===== src/rtl/etc_pkg.sv =====
// Shared opcodes, tile type and sizing helpers for the extended-tensor-core tile issuer.
package etc_pkg;

  localparam logic [1:0] OP_MAC = 2'd0;
  localparam logic [1:0] OP_L2D = 2'd1;

  typedef logic [3:0][3:0][15:0] tile16_t;

  // Width able to hold every value 0..depth of an occupancy counter.
  function automatic int unsigned fifoCountW(input int unsigned depth);
    return $clog2(depth + 1);
  endfunction

endpackage


===== src/rtl/etc_result_fifo.sv =====
// Synchronous result FIFO with a registered head entry, occupancy count and full/empty flags.
module etc_result_fifo
  import etc_pkg::*;
#(
  parameter int unsigned DEPTH = 4,
  parameter int unsigned EW    = 8,
  parameter int unsigned CNTW  = fifoCountW(DEPTH)
) (
  input  logic            clk,
  input  logic            rst,
  input  logic            push,
  input  logic [EW-1:0]   pushData,
  input  logic            pop,
  output logic            full,
  output logic            empty,
  output logic [CNTW-1:0] count,
  output logic [EW-1:0]   head
);

  localparam int unsigned PTRW = (DEPTH > 1) ? $clog2(DEPTH) : 1;

  logic [EW-1:0]   mem [DEPTH];
  logic [PTRW-1:0] wrPtr;
  logic [PTRW-1:0] rdPtr;
  logic [PTRW-1:0] rdPtrNext;
  logic [CNTW-1:0] countQ;
  logic [EW-1:0]   headQ;
  logic            doPush;
  logic            doPop;

  // Pointer increment that wraps at DEPTH, so non-power-of-two depths also work.
  function automatic logic [PTRW-1:0] ptrInc(input logic [PTRW-1:0] p);
    return (p == PTRW'(DEPTH - 1)) ? '0 : p + PTRW'(1);
  endfunction

  assign full      = (countQ == CNTW'(DEPTH));
  assign empty     = (countQ == '0);
  assign count     = countQ;
  assign head      = headQ;
  assign doPop     = pop & ~empty;
  assign doPush    = push & ~full;
  assign rdPtrNext = ptrInc(rdPtr);

  // Storage array; no reset needed since reads are gated by the count.
  always_ff @(posedge clk) begin
    if (doPush) begin
      mem[wrPtr] <= pushData;
    end
  end

  // Pointers and occupancy; a simultaneous push and pop leaves the count unchanged.
  always_ff @(posedge clk) begin
    if (rst) begin
      wrPtr  <= '0;
      rdPtr  <= '0;
      countQ <= '0;
    end else begin
      if (doPush) begin
        wrPtr <= ptrInc(wrPtr);
      end
      if (doPop) begin
        rdPtr <= rdPtrNext;
      end
      case ({doPush, doPop})
        2'b10:   countQ <= countQ + CNTW'(1);
        2'b01:   countQ <= countQ - CNTW'(1);
        default: countQ <= countQ;
      endcase
    end
  end

  // Head register tracks the oldest entry; it reads zero whenever the FIFO is empty.
  always_ff @(posedge clk) begin
    if (rst) begin
      headQ <= '0;
    end else if (doPop) begin
      if (countQ > CNTW'(1)) begin
        headQ <= mem[rdPtrNext];
      end else if (doPush) begin
        headQ <= pushData;
      end else begin
        headQ <= '0;
      end
    end else if (doPush && empty) begin
      headQ <= pushData;
    end
  end

  // The caller's credit scheme must never offer an entry to a full FIFO.
  assert property (@(posedge clk) disable iff (rst) !(push && full));

endmodule


===== src/rtl/etc_tile_issuer.sv =====
// Issues tile operations to a fixed-latency tensor core and returns results in order under credit.
module etc_tile_issuer
  import etc_pkg::*;
#(
  parameter int unsigned W     = 16,
  parameter int unsigned DEPTH = 4,
  parameter int unsigned TAGW  = 4
) (
  input  logic                       clk,
  input  logic                       rst,
  input  logic                       req_valid,
  output logic                       req_ready,
  input  logic [1:0]                 req_op,
  input  logic [3:0][3:0][W-1:0]     req_a,
  input  logic [3:0][3:0][W-1:0]     req_b,
  input  logic [TAGW-1:0]            req_tag,
  output logic [3:0][3:0][W-1:0]     core_inA,
  output logic [3:0][3:0][W-1:0]     core_inB,
  output logic [1:0]                 core_op,
  input  logic [3:0][3:0][W-1:0]     core_out,
  output logic                       res_valid,
  input  logic                       res_ready,
  output logic [3:0][3:0][W-1:0]     res_data,
  output logic [TAGW-1:0]            res_tag,
  output logic [1:0]                 res_op,
  output logic                       busy
);

  localparam int unsigned CNTW  = fifoCountW(DEPTH);
  localparam int unsigned SUMW  = CNTW + 1;
  localparam int unsigned TILEW = 16 * W;
  localparam int unsigned EW    = TILEW + TAGW + 2;

  typedef struct packed {
    logic            valid;
    logic [TAGW-1:0] tag;
    logic [1:0]      op;
  } stage_t;

  stage_t          s1Q;
  stage_t          s2Q;
  logic            fire;
  logic            readyInt;
  logic [SUMW-1:0] creditSum;
  logic            fifoFull;
  logic            fifoEmpty;
  logic [CNTW-1:0] fifoCount;
  logic [EW-1:0]   fifoHead;
  logic [EW-1:0]   fifoPushData;
  logic            fifoPop;
  logic            resValidInt;

  // Credit: everything in flight plus everything queued must fit in the FIFO.
  assign creditSum = SUMW'(fifoCount) + SUMW'(s1Q.valid) + SUMW'(s2Q.valid);
  assign readyInt  = ~rst & (creditSum < SUMW'(DEPTH));
  assign req_ready = readyInt;
  assign fire      = req_valid & readyInt;

  // Operands go to the core in the accept cycle; op follows one cycle later.
  assign core_inA = fire ? req_a : '0;
  assign core_inB = fire ? req_b : '0;
  assign core_op  = (~rst & s1Q.valid) ? s1Q.op : OP_MAC;

  // Two-stage tracker mirroring the core's operand and output registers.
  always_ff @(posedge clk) begin
    if (rst) begin
      s1Q <= '0;
      s2Q <= '0;
    end else begin
      s1Q <= fire ? stage_t'{valid: 1'b1, tag: req_tag, op: req_op} : '0;
      s2Q <= s1Q;
    end
  end

  assign fifoPushData = {core_out, s2Q.tag, s2Q.op};
  assign resValidInt  = ~rst & ~fifoEmpty;
  assign fifoPop      = resValidInt & res_ready;

  etc_result_fifo #(
    .DEPTH (DEPTH),
    .EW    (EW)
  ) u_fifo (
    .clk      (clk),
    .rst      (rst),
    .push     (s2Q.valid),
    .pushData (fifoPushData),
    .pop      (fifoPop),
    .full     (fifoFull),
    .empty    (fifoEmpty),
    .count    (fifoCount),
    .head     (fifoHead)
  );

  assign res_valid = resValidInt;
  assign res_data  = rst ? '0 : fifoHead[EW-1 -: TILEW];
  assign res_tag   = rst ? '0 : fifoHead[TAGW+1 -: TAGW];
  assign res_op    = rst ? '0 : fifoHead[1:0];
  assign busy      = ~rst & (s1Q.valid | s2Q.valid | ~fifoEmpty);

  // A result arriving from the core must always find a free FIFO slot.
  assert property (@(posedge clk) disable iff (rst) !(s2Q.valid && fifoFull));

endmodule


===== config.mk =====
export PLATFORM = sky130hd
export DESIGN_NAME = etc_tile_issuer
export DESIGN_NICKNAME = d
export VERILOG_FILES = /design/src/rtl/etc_pkg.sv /design/src/rtl/etc_result_fifo.sv /design/src/rtl/etc_tile_issuer.sv
export SDC_FILE = /design/constraint.sdc
export NUM_CORES = 2
export LEC_CHECK = 0
export BUFFER_PORTS_ARGS = -buffer_cell sky130_fd_sc_hd__buf_2
export CAP_MARGIN = 20
export CORE_AREA = 2 2 602 604
export DETAILED_ROUTE_END_ITERATION = 8
export DIE_AREA = 0 0 604 606
export PLACE_DENSITY_LB_ADDON = 0.2
export SYNTH_ARGS = -nofsm -noshare
export SYNTH_HDL_FRONTEND = slang
export SYNTH_SLANG_ARGS = --single-unit

===== constraint.sdc =====
create_clock -name clk -period 8.4 [get_ports clk]
set_clock_uncertainty 0.15 [all_clocks]
set_input_delay 0.84 -clock clk [delete_from_list [all_inputs] [get_ports clk]]
set_output_delay 0.84 -clock clk [all_outputs]
set_load 0.1 [all_outputs]

After elaboration in Yosys (flattened, before gate mapping):

Memory sizes are Yosys's and may differ from the RTL's.
Index checks and enable logic that the tools add are counted.

* $add $sub $neg: 6
* order comparisons: 2
* eq/ne operators: 5
* mux-type cells: 16
* bitwise gates (word level): 14
* reduce and logical (&&, ||, !) cells: 5

Operators with widths (count)
* two-way mux 262 bit: 4
* two-way mux 256 bit: 3
* AND 1 bit: 8
* two-way mux 2 bit: 4
* two-way mux 7 bit: 1
* == test 2 bit, second input constant: 3
* one-hot mux 3 bit (2 select lines): 1
* adder 2 x 1 -> 2 bit, second input constant: 2
* adder 3 x 1 -> 4 bit: 1
* adder 4 x 1 -> 4 bit: 1
* less-than comparator 4 x 3 -> 1 bit, second input constant: 1
* two-way mux 4 bit: 1
* inverter 1 bit: 4
* nonzero test 2 bit: 2
* adder 3 x 1 -> 3 bit, second input constant: 1
* == test 3 bit, second input constant: 1
* > comparator 3 x 1 -> 1 bit, second input constant: 1
* zero test 3 bit: 1
* subtractor 3 x 1 -> 3 bit, second input constant: 1
* == test 2 x 1 -> 1 bit, second input constant: 1
* two-way mux 1 bit: 2
* OR 1 bit: 2
* OR reduction 2 bit: 1
* logical AND 1 bit: 1

* bits in registers: 283
* memory bits (writable): 1048
* input bits: 778
* output and inout port bits: 779
* logic and storage cells: 59
* memories kept: 1

Memory list
* u_fifo.mem: depth 4, bits a word 262, read ports 1, clocked after Yosys merged registers in 0, wr ports 1, RTL line etc_result_fifo.sv:22 `logic [EW-1:0] mem [DEPTH];`

Logic depth before layout (Yosys ltp):

* depth after elaboration: 7
* gate-level depth with buffers: 9
* depth with buffers taken out: 8

By module:

Synthesis repeated with hierarchy kept, for this count alone.

* cells, all modules: 4566
* area, all modules: 64516.9 µm²

By module, submodules not included
* etc_result_fifo: instances 1, cells an instance 2973, area each 52049.9 µm², seq. area each 36855.3 µm²
* etc_tile_issuer: instances 1, cells an instance 1593, area each 12467.0 µm², seq. area each 280.3 µm²

Least setup slack after synthesis:

OpenSTA, ideal clock, no wires.

* path type: register to register
* from: register u_fifo.countQ[0], in the netlist u_fifo.count[0]
* to: memory u_fifo.mem[3][0] (netlist name), enable pin
* setup time: 0.656 ns
* arrival: 7.094 ns
* data required time: 7.594 ns
* path slack: 0.500 ns
* stages on the path, launching flop included: 5
* path buffers: 0
* period minus slack after synthesis: 7.900 ns
* path through: dfxtp_1 -> inv_1 -> ha_1 -> a21boi_0 -> and2_1

* word-level cells in the longest chain between the ends: 5

Ends and longest elaborated chain
* start, declared: RTL line etc_result_fifo.sv:26 `logic [CNTW-1:0] countQ;`
* start signal, assigned: RTL line etc_result_fifo.sv:65 `2'b10: countQ <= countQ + CNTW'(1);`
* start signal, assigned: RTL line etc_result_fifo.sv:66 `2'b01: countQ <= countQ - CNTW'(1);`
* start signal, assigned: RTL line etc_result_fifo.sv:67 `default: countQ <= countQ;`
* == test 3 bit: RTL line etc_result_fifo.sv:36 `assign full = (countQ == CNTW'(DEPTH));`
* inverter 1 bit: RTL line etc_result_fifo.sv:41 `assign doPush = push & ~full;`
* AND 1 bit: RTL line etc_result_fifo.sv:41
* two-way mux 1 bit: RTL line etc_result_fifo.sv:46 `if (doPush) begin`
* two-way mux 1 bit (implied by the code): RTL line etc_result_fifo.sv:47 `mem[wrPtr] <= pushData;`
* end, declared: RTL line etc_result_fifo.sv:22

Every way passes these cells.

==> flow_summary.json <==
{
  "p_sw_uw": 6153,
  "cts-root-buf": "clkbuf_16",
  "vias_per_cell": 4.114,
  "die_w_microns": 604,
  "place_congestion": 0.9483,
  "rsz0062_at_grt": "no",
  "row_count": 221,
  "arrival_ps": 4680,
  "setup_ws_ps": 2733,
  "final.setup.tns_ps": 0,
  "worst_pin_slew_ps": 1258,
  "cts_resized": 0,
  "worstPathRequired_ps": 7410,
  "fin_crit_sh_pct": 67.47,
  "r2r_start": "u_fifo.count[1]",
  "core_area_sq_mm": 0.3603,
  "drive_gt1_share_pct": 39.64,
  "die_height_microns": 606,
  "cts.sinks": 1331,
  "crit_fanout": 173,
  "dpl.hpwl_microns": 309500,
  "maxSlewHeadroom_pct": 16.11,
  "grt.total_usage_pct": 20.98,
  "areaGrowthSynthToFinish_pct": 35.24,
  "ios": 1557,
  "syn_nets": 4658,
  "p_int_uw": 12390,
  "critPathLaunchType": "flip-flop",
  "synth_area_sq_mm": 0.05587,
  "reg2reg_slack_ps": 4310,
  "nets": 6067,
  "peakVddDrop_v": 0.0001293,
  "layout.cells.most_common": "buf_2",
  "worstSetupPathType": "reg -> out",
  "die_area_sq_mm": 0.3660,
  "status": "finished clean",
  "final_area_sq_mm": 0.07556,
  "cts_buffer_depth": 4,
  "hp-class": "in -> reg",
  "min_to": "u_fifo.mem[0][116]",
  "avgSynthCellArea_sq_um": 14.44,
  "ys_ff_latch": 1331,
  "dp_slack_ps": 3500,
  "wl_per_cell_microns": 36.91,
  "yosysSeqAreaShare_pct": 66.47,
  "synthesis.instances": 3870,
  "reg2reg_depth": 6,
  "setup_violations": 0,
  "placedInstanceArea_sq_mm": 0.06866,
  "power_frac_comb_pct": 21.7,
  "io_buffers": 1556,
  "p_leak_uw": 0.02831,
  "maxCapViolCount": 0,
  "num_vias": 44680,
  "grt_overflow": 0,
  "drc": 0,
  "sw_frac_of_total_pct": 33.19,
  "timing.rr.end": "u_fifo.mem[3][108]",
  "insertion_delay_ps": 850,
  "period_needed_ps": 5667,
  "hold_viol_final": 0,
  "wl_microns": 400900,
  "grt_antenna_before_repair": 435,
  "pwr-share-clk_pct": 37.9,
  "final_util_pct": 20.97,
  "hold_depth": 1,
  "cts_tree": "built",
  "worstHoldStart": "core_out[110]",
  "path_clk_slew_ps": 60,
  "cts_htree_levels": 4,
  "grt_pass1_vias": 42070,
  "ys_warn_count": 0,
  "synth_cell_types": 32,
  "layout_common_cells": "buf_2 (1554), edfxtp_1 (1048), and3_1 (518), dfxtp_1 (283), nor2b_1 (271)",
  "hold_buffers": 2,
  "cellPowerDensity_mw_per_mm2": 245.4,
  "drtPass1Iterations": 6,
  "endpoint_kind": "primary output",
  "postCtsSetupBuffers": 0,
  "numCtsBuffers": 161,
  "seqPwrFrac_pct": 40.4,
  "grt_pass1_wl_microns": 495100,
  "ant_nets": 0,
  "hold_ws_ps": 76.13,
  "maxSlewViolCount": 0,
  "drt-initial-drc-count": 4168,
  "grt_start_max_net_pins": 226,
  "max_freq_mhz": 176.5,
  "start_util_pct": 15.51
}
-- how the worst max path moves through the flow --
stage | startpoint | endpoint | cells past startpoint
6_report | s2Q[6] | core_inA[114] | 9
5_1_grt | s2Q[6] | core_inA[114] | 9
4_1_cts | s2Q[6] | core_inA[114] | 9
3_5_place_dp | rst | core_inA[114] | 7
3_3_place_gp | rst | core_inA[114] | 7
2_1_floorplan | u_fifo.count[0] | u_fifo.mem[3][0] | 4
-- synthesized netlist by cell type --
master | instances | area [sq um]
a211oi_2 | 14 | 175.2
mux2i_1 | 1 | 10.01
buf_12 | 1 | 20.02
and2_1 | 7 | 43.79
buf_4 | 19 | 142.6
clkbuf_1 | 219 | 822.0
dfxtp_1 | 283 | 5665
nor2b_1 | 271 | 1695
o22ai_1 | 262 | 1639
buf_2 | 107 | 535.5
a21oi_1 | 7 | 35.03
mux2_4 | 1 | 15.01
edfxtp_1 | 1048 | 31470
ha_1 | 10 | 125.1
or3_1 | 2 | 12.51
nor2_1 | 271 | 1017
nand2b_2 | 1 | 8.760
and3_1 | 518 | 3241
nand2b_1 | 3 | 18.77
xor2_1 | 2 | 17.52
o21ai_0 | 3 | 15.01
a211oi_1 | 249 | 1869
nand2_1 | 265 | 994.7
o21a_1 | 1 | 7.510
mux2_2 | 1 | 11.26
buf_6 | 23 | 259.0
a21boi_0 | 1 | 7.510
nor3_2 | 1 | 10.01
mux4_2 | 262 | 5901
buf_1 | 8 | 30.03
inv_1 | 7 | 26.28
buf_8 | 2 | 30.03
-- final cells by class --
type	count	area (sq um)
multi-input cells	2153	16960
well taps	4794	5998
clock inverters	63	743.2
flip-flops and latches	1331	37140
fillers	39290	284700
clock buffers	220	4463
diodes	668	1672
inverters	7	26.28
repair buffers	1625	8563
-- per-stage QoR --
step,std cells,total power [uW]
floorplan,3870,10320
global placement,9907,11680
detailed placement,9908,11690
CTS,10190,18830
global route,10720,19170
finish,10860,18540
-- power groups by stage --
stage	registers (uW)	clock network (uW)	logic, uW
floorplan	7580	0	2740
global placement	7630	0	4050
detailed placement	7630	0	4060
CTS	7500	7260	4070
global route	7520	7470	4180
finish	7500	7030	4010
-- sequential cells by signal, indices dropped and copies added (netlist names) --
name	cells
u_fifo.mem	1048
fifoPushData	6
s2Q	1
u_fifo.wrPtr	2
u_fifo.count	3
u_fifo.head	262
s1Q	7
u_fifo.rdPtr	2
-- per-layer routing --
metal	part of all wire, %	routed length, microns	up-vias	global-route usage [%]
li1	-	-	18450	-
met3	7.2	28810	874	5.618
met5	0.064	256	-	0
met1	36	143100	22980	22.48
met4	5.0	19900	36	10.41
met2	52	208800	2344	37.88
-- kinds of logic (layout without fill, tap and decap cells) --
| family | after synthesis | after routing | share of synthesized area [%] |
|---|---|---|---|
| compound gates | 537 | 537 | 6.709 |
| other cells | 0 | 668 | 0 |
| flops | 1331 | 1331 | 66.47 |
| simple gates | 1339 | 1339 | 12.60 |
| xor+xnor | 2 | 2 | 0.03136 |
| fa+ha+maj | 10 | 10 | 0.2239 |
| buf+inv | 386 | 1915 | 3.339 |
| mux | 265 | 265 | 10.63 |
-- worst max-delay path: stages (launching register included) --
cell and delay, ps:
dfxtp_1 450, ha_1 280, a21oi_1 140, nor2_1 80
nor3_4 240, buf_12 250, buf_12 400, buf_4 690
and3_1 240, buf_2 490
Power figures use the tool's default switching activity.
